`src/rtl/countdown_display.sv`:
```
// countdown_display
//   Four-digit BCD countdown timer with a multiplexed seven-segment driver.
//   Both strobes from the board divider are used as clock enables on ClockIn.
//
// Ports
//   ClockIn            board clock (only clock)
//   ResetN             synchronous active-low reset
//   TickDekrementacja  one-cycle enable: decrement while RUNNING
//   TickWyswietlanie   one-cycle enable: advance the scanned digit
//   Load / LoadValue   load four BCD digits (nibbles > 9 clamp to 9), go STOPPED
//   Start / Stop       STOPPED -> RUNNING / RUNNING -> STOPPED
//   Segmenty           {g,f,e,d,c,b,a}, polarity per SEG_ACTIVE_LOW
//   Anody              one-hot digit enable, polarity per ANODE_ACTIVE_LOW
//   Running, Zero      registered status
//   Done               one-cycle pulse when a decrement reaches 0000
//
// state       | meaning
// ------------+-----------------------------------------------
// ST_STOPPED  | count held; Start moves to RUNNING if count != 0
// ST_RUNNING  | count decrements on each TickDekrementacja
// ST_EXPIRED  | count reached 0000 by decrement; only Load exits

module countdown_display #(
  parameter bit ANODE_ACTIVE_LOW = 1'b1,
  parameter bit SEG_ACTIVE_LOW   = 1'b1
) (
  input  logic        ClockIn,
  input  logic        ResetN,
  input  logic        TickDekrementacja,
  input  logic        TickWyswietlanie,
  input  logic        Load,
  input  logic [15:0] LoadValue,
  input  logic        Start,
  input  logic        Stop,
  output logic [6:0]  Segmenty,
  output logic [3:0]  Anody,
  output logic        Running,
  output logic        Zero,
  output logic        Done
);

  typedef enum logic [1:0] {
    ST_STOPPED = 2'd0,
    ST_RUNNING = 2'd1,
    ST_EXPIRED = 2'd2
  } state_t;

  // Active-low code for digit 0 and the matching anode pattern for digit 0;
  // these are the reset values of the display registers.
  localparam logic [6:0] SEG_RST = SEG_ACTIVE_LOW   ? 7'b1000000 : 7'b0111111;
  localparam logic [3:0] AN_RST  = ANODE_ACTIVE_LOW ? 4'b1110    : 4'b0001;

  state_t      state_q, state_d;
  logic [15:0] cnt_q, cnt_d;
  logic [1:0]  idx_q, idx_d;
  logic [6:0]  seg_q, seg_d;
  logic [3:0]  an_q, an_d;
  logic        running_q, running_d;
  logic        zero_q, zero_d;
  logic        done_q, done_d;

  logic [3:0]  digit_sel;
  logic [6:0]  seg_raw;
  logic [3:0]  an_onehot;

  function automatic logic [15:0] bcd_clamp(input logic [15:0] v);
    logic [15:0] r;
    r = v;
    for (int i = 0; i < 4; i++) begin
      if (v[i*4 +: 4] > 4'd9) r[i*4 +: 4] = 4'd9;
    end
    return r;
  endfunction

  // Ripple-borrow BCD decrement: a zero digit wraps to 9 and borrows
  // from the next digit up.
  function automatic logic [15:0] bcd_dec(input logic [15:0] v);
    logic [15:0] r;
    logic        borrow;
    r      = v;
    borrow = 1'b1;
    for (int i = 0; i < 4; i++) begin
      if (borrow) begin
        if (v[i*4 +: 4] == 4'd0) begin
          r[i*4 +: 4] = 4'd9;
        end else begin
          r[i*4 +: 4] = v[i*4 +: 4] - 4'd1;
          borrow      = 1'b0;
        end
      end
    end
    return r;
  endfunction

  // Active-low {g,f,e,d,c,b,a}; codes above 9 cannot occur after clamping
  // and are shown blank.
  function automatic logic [6:0] seg_code(input logic [3:0] d);
    logic [6:0] c;
    case (d)
      4'd0:    c = 7'b1000000;
      4'd1:    c = 7'b1111001;
      4'd2:    c = 7'b0100100;
      4'd3:    c = 7'b0110000;
      4'd4:    c = 7'b0011001;
      4'd5:    c = 7'b0010010;
      4'd6:    c = 7'b0000010;
      4'd7:    c = 7'b1111000;
      4'd8:    c = 7'b0000000;
      4'd9:    c = 7'b0010000;
      default: c = 7'b1111111;
    endcase
    return c;
  endfunction

  always_comb begin
    state_d = state_q;
    cnt_d   = cnt_q;
    if (Load) begin
      cnt_d   = bcd_clamp(LoadValue);
      state_d = ST_STOPPED;
    end else begin
      case (state_q)
        ST_STOPPED: begin
          if (!Stop && Start && (cnt_q != 16'h0000)) state_d = ST_RUNNING;
        end
        ST_RUNNING: begin
          if (Stop) begin
            state_d = ST_STOPPED;
          end else if (TickDekrementacja) begin
            cnt_d = bcd_dec(cnt_q);
            if (cnt_d == 16'h0000) state_d = ST_EXPIRED;
          end
        end
        default: ;
      endcase
    end
  end

  always_comb begin
    running_d = (state_d == ST_RUNNING);
    zero_d    = (cnt_d == 16'h0000);
    // Load always lands in STOPPED, so Done can only come from a decrement.
    done_d    = (state_d == ST_EXPIRED) && (state_q != ST_EXPIRED);
  end

  // The display registers are driven from idx_q and cnt_q so anode and
  // segment data always move together, one edge after the index/count.
  always_comb begin
    idx_d     = idx_q + {1'b0, TickWyswietlanie};
    digit_sel = cnt_q[{idx_q, 2'b00} +: 4];
    seg_raw   = seg_code(digit_sel);
    an_onehot = 4'b0001 << idx_q;
    seg_d     = SEG_ACTIVE_LOW   ? seg_raw   : ~seg_raw;
    an_d      = ANODE_ACTIVE_LOW ? ~an_onehot : an_onehot;
  end

  always_ff @(posedge ClockIn) begin
    if (!ResetN) begin
      state_q   <= ST_STOPPED;
      cnt_q     <= 16'h0000;
      idx_q     <= 2'd0;
      seg_q     <= SEG_RST;
      an_q      <= AN_RST;
      running_q <= 1'b0;
      zero_q    <= 1'b1;
      done_q    <= 1'b0;
    end else begin
      state_q   <= state_d;
      cnt_q     <= cnt_d;
      idx_q     <= idx_d;
      seg_q     <= seg_d;
      an_q      <= an_d;
      running_q <= running_d;
      zero_q    <= zero_d;
      done_q    <= done_d;
    end
  end

  assign Segmenty = seg_q;
  assign Anody    = an_q;
  assign Running  = running_q;
  assign Zero     = zero_q;
  assign Done     = done_q;

endmodule

```
`config.mk`:
```
export PLATFORM = sky130hd
export DESIGN_NAME = countdown_display
export DESIGN_NICKNAME = d
export VERILOG_FILES = /design/src/rtl/countdown_display.sv
export SDC_FILE = /design/constraint.sdc
export NUM_CORES = 1
export LEC_CHECK = 0
export CAP_MARGIN = 40
export CORE_ASPECT_RATIO = 1.4
export CORE_UTILIZATION = 55
export DETAILED_ROUTE_END_ITERATION = 6
export PLACE_DENSITY = 0.88
export SLEW_MARGIN = 20
export SYNTH_ARGS = -nofsm -noshare
export SYNTH_HDL_FRONTEND = slang
export SYNTH_SLANG_ARGS = --single-unit
```
`constraint.sdc`:
```
create_clock -name ClockIn -period 5.5 [get_ports ClockIn]
set_input_delay 1.1 -clock ClockIn [delete_from_list [all_inputs] [get_ports ClockIn]]
set_output_delay 1.1 -clock ClockIn [all_outputs]
set_load 0.005 [all_outputs]
```
* Yosys cells after proc, flatten, opt, wreduce, memory -nomap -nowiden
Memories as Yosys holds them, arrays and structs flattened. A register that Yosys moved wholly into a read port is not among the register bits.
Index checks and enable logic that the tools add are counted.
** Cells by class
- Add/sub/neg operators :: 5
- Multiply operators :: 0
- Divide/modulo/power cells :: 0
- Magnitude comparators :: 4
- Eq/ne operators :: 4
- Shift-type cells :: 2
- Mux-type cells :: 54
- Bitwise logic cells :: 1
- Reductions and logical operators :: 13
** Operator list (number)
- $mux 4 :: 27
- $mux 16 :: 4
- $logic_not 16->1 :: 2
- $mux 1 :: 17
- $gt 4x4->1 const B :: 4
- $logic_not 4->1 :: 4
- $reduce_bool 16->1 :: 1
- $shiftx 16x5->4 :: 1
- $sub 4x1->4 const B :: 4
- $mux 2 :: 5
- $eq 2x1->1 const B :: 2
- $not 4->4 :: 1
- $pmux 2 s2 :: 1
- $shl 1x2->4 const A :: 1
- $logic_and 1x1->1 :: 3
- $add 2x1->2 :: 1
- $eq 2x2->1 const B :: 1
- $logic_not 1->1 :: 2
- $logic_not 2->1 :: 1
- $ne 2x2->1 const B :: 1
** Storage, ports and cells
- Register bits :: 27
- Latch bits :: 0
- Bits in writable memories :: 0
- Memory bits (read-only) :: 112
- Memories :: 1
** Memory list
- (name not given) :: words 16, width 7, read ports 1, clocked after memory_dff 1, write ports 0, line 99 : case (d)

* Longest topological paths before layout
Gate-level depths: netlist of the first run.
- Depth in word-level cells :: 29
- Mapped depth :: 8
- Mapped depth without buffers :: 7

* Worst setup path before layout of the first run
No wires, ideal clock.
- Kind :: in2reg
- Start point :: input Stop
- End point :: register zero_q, in the netlist Zero
- Arrival time :: 3.123 ns
- Required time :: 5.404 ns
- Slack :: 2.281 ns
- Stages :: 8
- Path buffers :: 2
- Cell sequence :: nand4bb_1 -> buf_2 -> or4_4 -> buf_6 -> o21ai_2 -> or4b_1 -> a211o_1 -> o41ai_2
** On the way
- Longest elaborated chain between the ends :: 4
** Ends and longest elaborated chain
- start: declaration :: line 34 : input logic Stop,
- $mux 16 :: line 127 : if (Stop) begin
- $mux 16 :: line 122 : case (state_q)
- $mux 16 :: line 118 : if (Load) begin
- $logic_not 16->1 :: line 141 : zero_d = (cnt_d == 16'h0000);
- end signal: assignment :: line 174 : zero_q <= zero_d;
- end: declaration :: line 59 : logic zero_q, zero_d;
Every way passes these cells.
A chain may end at the register's enable or synchronous reset.

* Final worst setup path of the first run
Same ends and word-level chain as after synthesis.

==> results by group, run 1 <==
Outcome
  • Status: completed

Setup path
  • Critical path, cell by cell: clkdlybuf4s50_1 -> nand4bb_1 -> or4_4 -> o21ai_2 -> or4b_1 -> a211o_1 -> o41ai_2
  • Slowest-stage cell, CP: or4_4
  • Max incr delay on CP: 0.73 ns
  • Required time of the critical path: 5.69 ns
  • Crit Path Class: input pin to flop
  • R2R depth: 6
  • Critical path fanouts, max: 10
  • CP Launch Type: input pin
  • Critical Path AT: 3.89 ns
  • Endpoint class of the critical path: flop

STA
  • Final Hold Fails: 0
  • Slew HR: approximately half
  • Peak Freq: ~270 MHz
  • Worst Tran Pin Value: between 0.7 and 0.8 ns
  • Final setup TNS: 0 ns
  • Final setup vio count: 0
  • Unrepaired setup endpoints after global routing: no
  • Pins Over Slew Limit: 0
  • Fin crit share: 67.27%
  • Worst Skew: 0.004957 ns
  • Min Tclk post-route: 3.700 ns
  • Setup ws final: between 1.5 and 2 ns

Placement
  • Placed cell count: 275
  • DP Wirelength: 3083 um
  • Routability Congestion: around 0.86
  • Pre-CTS setup slack: 1.563 ns
  • Port-buffer cells: 36

Global routing
  • Grt ovf: 0
  • Vias in the first global route: 1614
  • Routing usage on met1: a little over a quarter
  • M2 GR Usage: between 40% and 50%
  • Routing usage on met3: 4.516%
  • Global-route wire length before repair: 6837 um
  • GRT Util Overall: 24.88%
  • Top Usage Layer GRT: met2
  • Initial antenna violation count: 0
  • Largest net degree at the start of global routing: 25

Finish
  • Final nets: 272
  • Multi-input gate area: 1067 um^2
  • Proportion of layout cells with a drive suffix above 1: 11.48%
  • Antenna diodes: 0
  • Sequential cell area: just under 700 um^2
  • Layout area overhead: 23.68%
  • Fill cells: 264
  • Post-route insts no fill: 283

Synthesis
  • Yosys warning total: 0
  • Most used DFF post-synth: dfxtp_1
  • Yosys cell types: 50
  • FF+latch count, synth: 34
  • Syn Area/Cell: 8.747 um^2
  • Post-synth ARST share: 0%
  • Cell count after synthesis: 212
  • Post-synth net total: 241
  • Sequential fraction of the synthesis area: 36.71%
  • Post-synth EDFFs: 0
  • Netlist Area Pre-Place: 1854 um^2

Job
  • Max_cap viols: 0

Route
  • DRC viols: 0
  • Final wirelength: 4150 um
  • Avg WL per Cell: 14.66 um
  • Drt via density: 6.159
  • Antenna Nets Post-Route: 0
  • 1st-iter DRT viols: 51
  • DRT Pass-1 Iters: 4
  • Via count: between 1.5k and 2k

Die
  • Initial core utilization: between 50% and 60%
  • Core ar.: between 3000 and 4000 um^2
  • I/O pins: 37
  • Die ar.: 3611 um^2
  • Die H: 70.70 um
  • # rows: 24
  • Chip width: 51.07 um

CTS
  • Reg clk slew, reported paths: 0.07 ns
  • Num CTS Buffers: 5
  • Post-CTS sizing: 0
  • Clock sinks: 34
  • Root Buffer Master: clkbuf_8
  • Clk_lat worst skew: 0.29 ns
  • CTS tree: built
  • Hold Buf Count CTS: 0
  • Post-CTS Setup Inserts: 0
  • H-tree depth: 2
  • Max Buffers Root-to-Sink: 2

Min path
  • Hold Crit Depth: 1
  • HP Class: flop to flop

Power and ir drop
  • PD cells: 263.5 nW/um^2
  • Pleak: 0.8467 nW
  • Max VDD drop: 0.1948 mV
report_power, final:
part / leakage (nW) / internal [W] / switching, W / total (W)
Sequential: 0.280 / 0.000264 / 0.0000177 / 0.000282
Combinational: 0.519 / 0.0000690 / 0.0000565 / 0.000125
Clock: 0.0472 / 0.000101 / 0.0000962 / 0.000197
Total: 0.847 / 0.000434 / 0.000170 / 0.000604
placed cells by master, fill, tap and decap left out, drive strengths merged, types with 6 or more instances in the layout:
cell / count
a21oi: 9
a31oi: 6
clkbuf: 6
clkdlybuf4s50: 36
dfxtp: 34
ha: 6
inv: 10
nand2: 11
nor2: 27
o21ai: 15
or3: 8
xnor2: 6
per-stage QoR:
step / hold slack (ns) / total power, W / util, % / instance area [um^2]
floorplan: 0.4551 / 0.0003609 / - / 1854
global placement: 0.4873 / 0.0004079 / 69.72 / 2198
detailed placement: 0.4978 / 0.0004125 / 69.72 / 2198
CTS: 0.5057 / 0.0006058 / 72.74 / 2293
global route: 0.5496 / 0.0006307 / 72.74 / 2293
finish: 0.5145 / 0.0006043 / 72.74 / 2293
final cells by class:
cell class	instances	area share [%]
repair buffers	36	15.71
clock buffers	6	3.601
inverters	11	1.800
well taps	39	2.128
clock inverters	2	0.5456
flip-flops and latches	34	29.68
multi-input cells	155	46.54
flip-flops by register name (all words and copies together) (netlist names):
signal,cells
Zero,1
cnt_q,16
Anody,4
state_q,2
Running,1
Segmenty,7
Done,1
idx_q,2
final timing paths:
path,end,slack (ns),start
max reg2reg,Zero,2.72,state_q[1]
max,Zero,1.80,Stop
min,Done,0.51,state_q[1]
min reg2reg,Done,0.51,state_q[1]
cell families (layout without fill, tap and decap cells):
logic type               count (synthesis)  after routing  share of synthesized area (%)
AO/OA/AOI/OAI                           51             51                          18.76
XOR/XNOR                                 7              7                          3.306
buffers and inverters                   23             55                          5.735
flip-flops                              34             34                          36.71
AND/OR/NAND/NOR                         84             84                          24.83
adder cells (fa/ha/maj)                  6              6                          4.048
multiplexers                             7              7                          6.613
Yosys cell counts, types with 3 or more instances:
cell	n	area [um^2]
clkbuf_1	8	30.03
ha_1	6	75.07
and2_1	4	25.02
nor3_1	5	25.02
a31oi_1	6	37.54
nand3b_1	5	37.54
a211oi_1	3	22.52
nand3_1	5	25.02
xnor2_1	6	52.55
mux4_2	4	90.09
dfxtp_1	34	680.7
inv_1	10	37.54
nor2_1	27	101.4
or3_1	6	37.54
a21oi_1	9	45.04
nor4_1	4	25.02
nand2_1	11	41.29
o21ai_0	14	70.07
a311oi_1	3	26.28
worst max-delay path: cells and delay by family:
family                 cells  cell delay [ns]
and+or+nand+nor            3             1.63
AOI/OAI and AO/OA          3             0.70
buffers and inverters      1             0.46
per-layer routing:
metal  routed length, um  part of all wire (%)
met5                   0                     0
met4                  73                   1.8
met3                 203                   4.9
met2                2216                    53
met1                1657                    40
No activity file was read; power rests on OpenSTA's default activity.
==> run 2: changes to the inputs <==
CORE_UTILIZATION = 46   (was 55)
PLACE_DENSITY = 0.79   (was 0.88)
clock period = 3.3 ns   (was 5.5 ns; I/O delays follow)
==> results by group, run 2 (synthesized netlist as in run 1, its figures left out) <==
Outcome
  • Status: completed

Setup path
  • Required time of the critical path: 3.49 ns (-2.20 ns)
  • Critical path fanouts, max: 4 (-6)
  • Critical Path AT: 3.09 ns (-0.80 ns)
  • Slowest-stage cell, CP: or4_4
  • Critical path, cell by cell: clkdlybuf4s50_1 -> nand4bb_1 -> or4_4 -> o21ai_2 -> or4b_1 -> a211o_1 -> o41ai_2
  • Critical path's top delay family: simple AND/OR/NAND/NOR gates
  • Crit Path Class: input pin to flop
  • Max incr delay on CP: 0.58 ns (-0.15 ns)
  • Endpoint class of the critical path: flop
  • Buf/Inv on CP: 1 (unchanged)
  • CP Launch Type: input pin

Die
  • Die ar.: 4293 um^2 (+19%)
  • Die H: 77.13 um (+9.1%)
  • Initial core utilization: 49.57% (-9.2 points)
  • Core ar.: 3741 um^2 (+19%)
  • # rows: 26 (+8.3%)
  • I/O pins: 37 (unchanged)
  • Chip width: 55.66 um (+9.0%)

Route
  • Antenna Nets Post-Route: 0 (unchanged)
  • Via count: 1711 (-1.8%)
  • Final wirelength: 4347 um (+4.7%)
  • DRT Pass-1 Iters: 4 (unchanged)
  • Drt via density: 5.860 (-4.9%)
  • DRC viols: 0 (unchanged)
  • 1st-iter DRT viols: 49 (-3.9%)
  • Avg WL per Cell: 14.89 um (+1.5%)

Placement
  • Routability Congestion: 0.8817 (+2.9%)
  • Pre-CTS setup slack: 0.1209 ns (-1.442 ns)
  • Placed cell count: 284 (+3.3%)
  • DP Wirelength: 3205 um (+3.9%)
  • Port-buffer cells: 36 (unchanged)

Power and ir drop
  • Clk pwr share: 35.3% (+2.7 points)
  • PD cells: 449.8 nW/um^2 (+71%)
  • P_int: 0.0007849 W (+81%)
  • Reg power frac: 44.4% (-2.3 points)
  • Pleak: 0.8795 nW (+3.9%)
  • Logic pwr share: 20.2% (-0.6 points)
  • Sw Ratio: 25.86% (-2.3 points)
  • P_sw: 0.0002737 W (+61%)
  • Max VDD drop: 0.3364 mV (+73%)

STA
  • Min Tclk post-route: 2.898 ns
  • Pins Over Slew Limit: 0 (unchanged)
  • Fin crit share: 87.83%
  • Slew HR: 65.94% (+18 points)
  • Worst Skew: 0.002294 ns (-0.002663 ns)
  • Final setup vio count: 0 (unchanged)
  • Peak Freq: 345.0 MHz
  • Setup ws final: 0.4016 ns (-1.399 ns)
  • Final Hold Fails: 0 (unchanged)
  • Final setup TNS: 0 ns (unchanged)
  • Unrepaired setup endpoints after global routing: no
  • Worst Tran Pin Value: 0.5063 ns (-0.2695 ns)

Finish
  • Post-route insts no fill: 292 (+3.2%)
  • Layout area overhead: 26.92%
  • Most common cell after layout, fill and taps aside: clkdlybuf4s50_1
  • Max reg flops: 16 (unchanged)
  • Final Core Density: 62.91% (-9.8 points)
  • Most frequent cells in the layout: clkdlybuf4s50_1, dfxtp_1, nor2_1, o21ai_0, nand2_1
  • Final nets: 278 (+2.2%)
  • Proportion of layout cells with a drive suffix above 1: 12.80% (+1.3 points)
  • Antenna diodes: 0 (unchanged)
  • Fill cells: 313 (+19%)
  • Most flop-heavy register: cnt_q

CTS
  • Post-CTS sizing: 0 (unchanged)
  • Reg clk slew, reported paths: 0.07 ns (about the same)
  • CTS tree: built
  • Root Buffer Master: clkbuf_8
  • Num CTS Buffers: 5 (unchanged)
  • Clk_lat worst skew: 0.29 ns (about the same)
  • Max Buffers Root-to-Sink: 2 (unchanged)
  • Hold Buf Count CTS: 0 (unchanged)
  • H-tree depth: 2 (unchanged)
  • Post-CTS Setup Inserts: 0 (unchanged)
  • Clock sinks: 34 (unchanged)

Global routing
  • Global-route wire length before repair: 7279 um (+6.5%)
  • GRT Util Overall: 22.28% (-2.6 points)
  • Grt ovf: 0 (unchanged)
  • Initial antenna violation count: 0 (unchanged)
  • Largest net degree at the start of global routing: 18 (-28%)
  • Vias in the first global route: 1650 (+2.2%)

Job
  • Max_cap viols: 0 (unchanged)

Min path
  • HP Class: flop to flop
==> run 2: cell count changes in the layout (fill, tap and decap cells not counted), sizes merged <==
cell | before | now
clkbuf | 6 | 7
buf | 0 | 6
clkinvlp | 1 | 0
clkinv | 2 | 1
bufinv | 0 | 1
==> run 2: metal layers <==
layer | share of wire (%) | vias up | global-route usage [%]
li1 | - | 848 | -
met1 | 39 | 785 | 23.78
met2 | 52 | 59 | 37.47
met3 | 4.5 | 19 | 4.722
met4 | 4.7 | 0 | 17.50
met5 | 0 | - | 0
==> run 2: cell type report <==
cell class                      instances  area (um^2)  share of cell area, %
Clock buffer                            7        76.32                  3.243
Timing Repair Buffer                   42        405.4                  17.22
Sequential cell                        34        680.7                  28.92
Multi-Input combinational cell        155         1067                  45.35
Tap cell                               42        52.55                  2.233
Clock inverter                          1        30.03                  1.276
Inverter                               11        41.29                  1.754
==> run 2: worst reg2reg max path: stages, from the launching register on <==
cell	delay (ns)
dfxtp_1	0.39
or4_4	0.57
or4_4	0.50
o21ai_2	0.15
or4b_1	0.44
a211o_1	0.27
o41ai_2	0.27
==> run 2: power by group through the flow <==
stage	combinational (W)	sequential (W)	clock, W
floorplan	0.000135	0.000466	0
global placement	0.000210	0.000478	0
detailed placement	0.000213	0.000479	0
CTS	0.000214	0.000470	0.000380
global route	0.000237	0.000475	0.000395
finish	0.000214	0.000470	0.000374
==> run 2: per-stage QoR <==
stage / power (W) / hold slack, ns / instance area, um^2
finish: 0.001059 / 0.5028 / 2354
global route: 0.001107 / 0.5399 / 2354
CTS: 0.001064 / 0.5080 / 2354
detailed placement: 0.0006917 / 0.5004 / 2247
global placement: 0.0006877 / 0.4940 / 2247
floorplan: 0.0006014 / 0.4551 / 1854
==> run 2: final timing paths <==
path	cells after the start	startpoint	end	slack, ns
worst max register to register	6	cnt_q[6]	Zero	0.61
worst max-delay path	7	Stop	Zero	0.40
worst min-delay path	1	state_q[1]	Done	0.50
worst min register to register	1	state_q[1]	Done	0.50
==> run 3: changes to the inputs <==
SLEW_MARGIN = default   (was 20)
==> results of run 3 <==
Same layout as run 2: the final DEF is identical, and so are final timing and power.
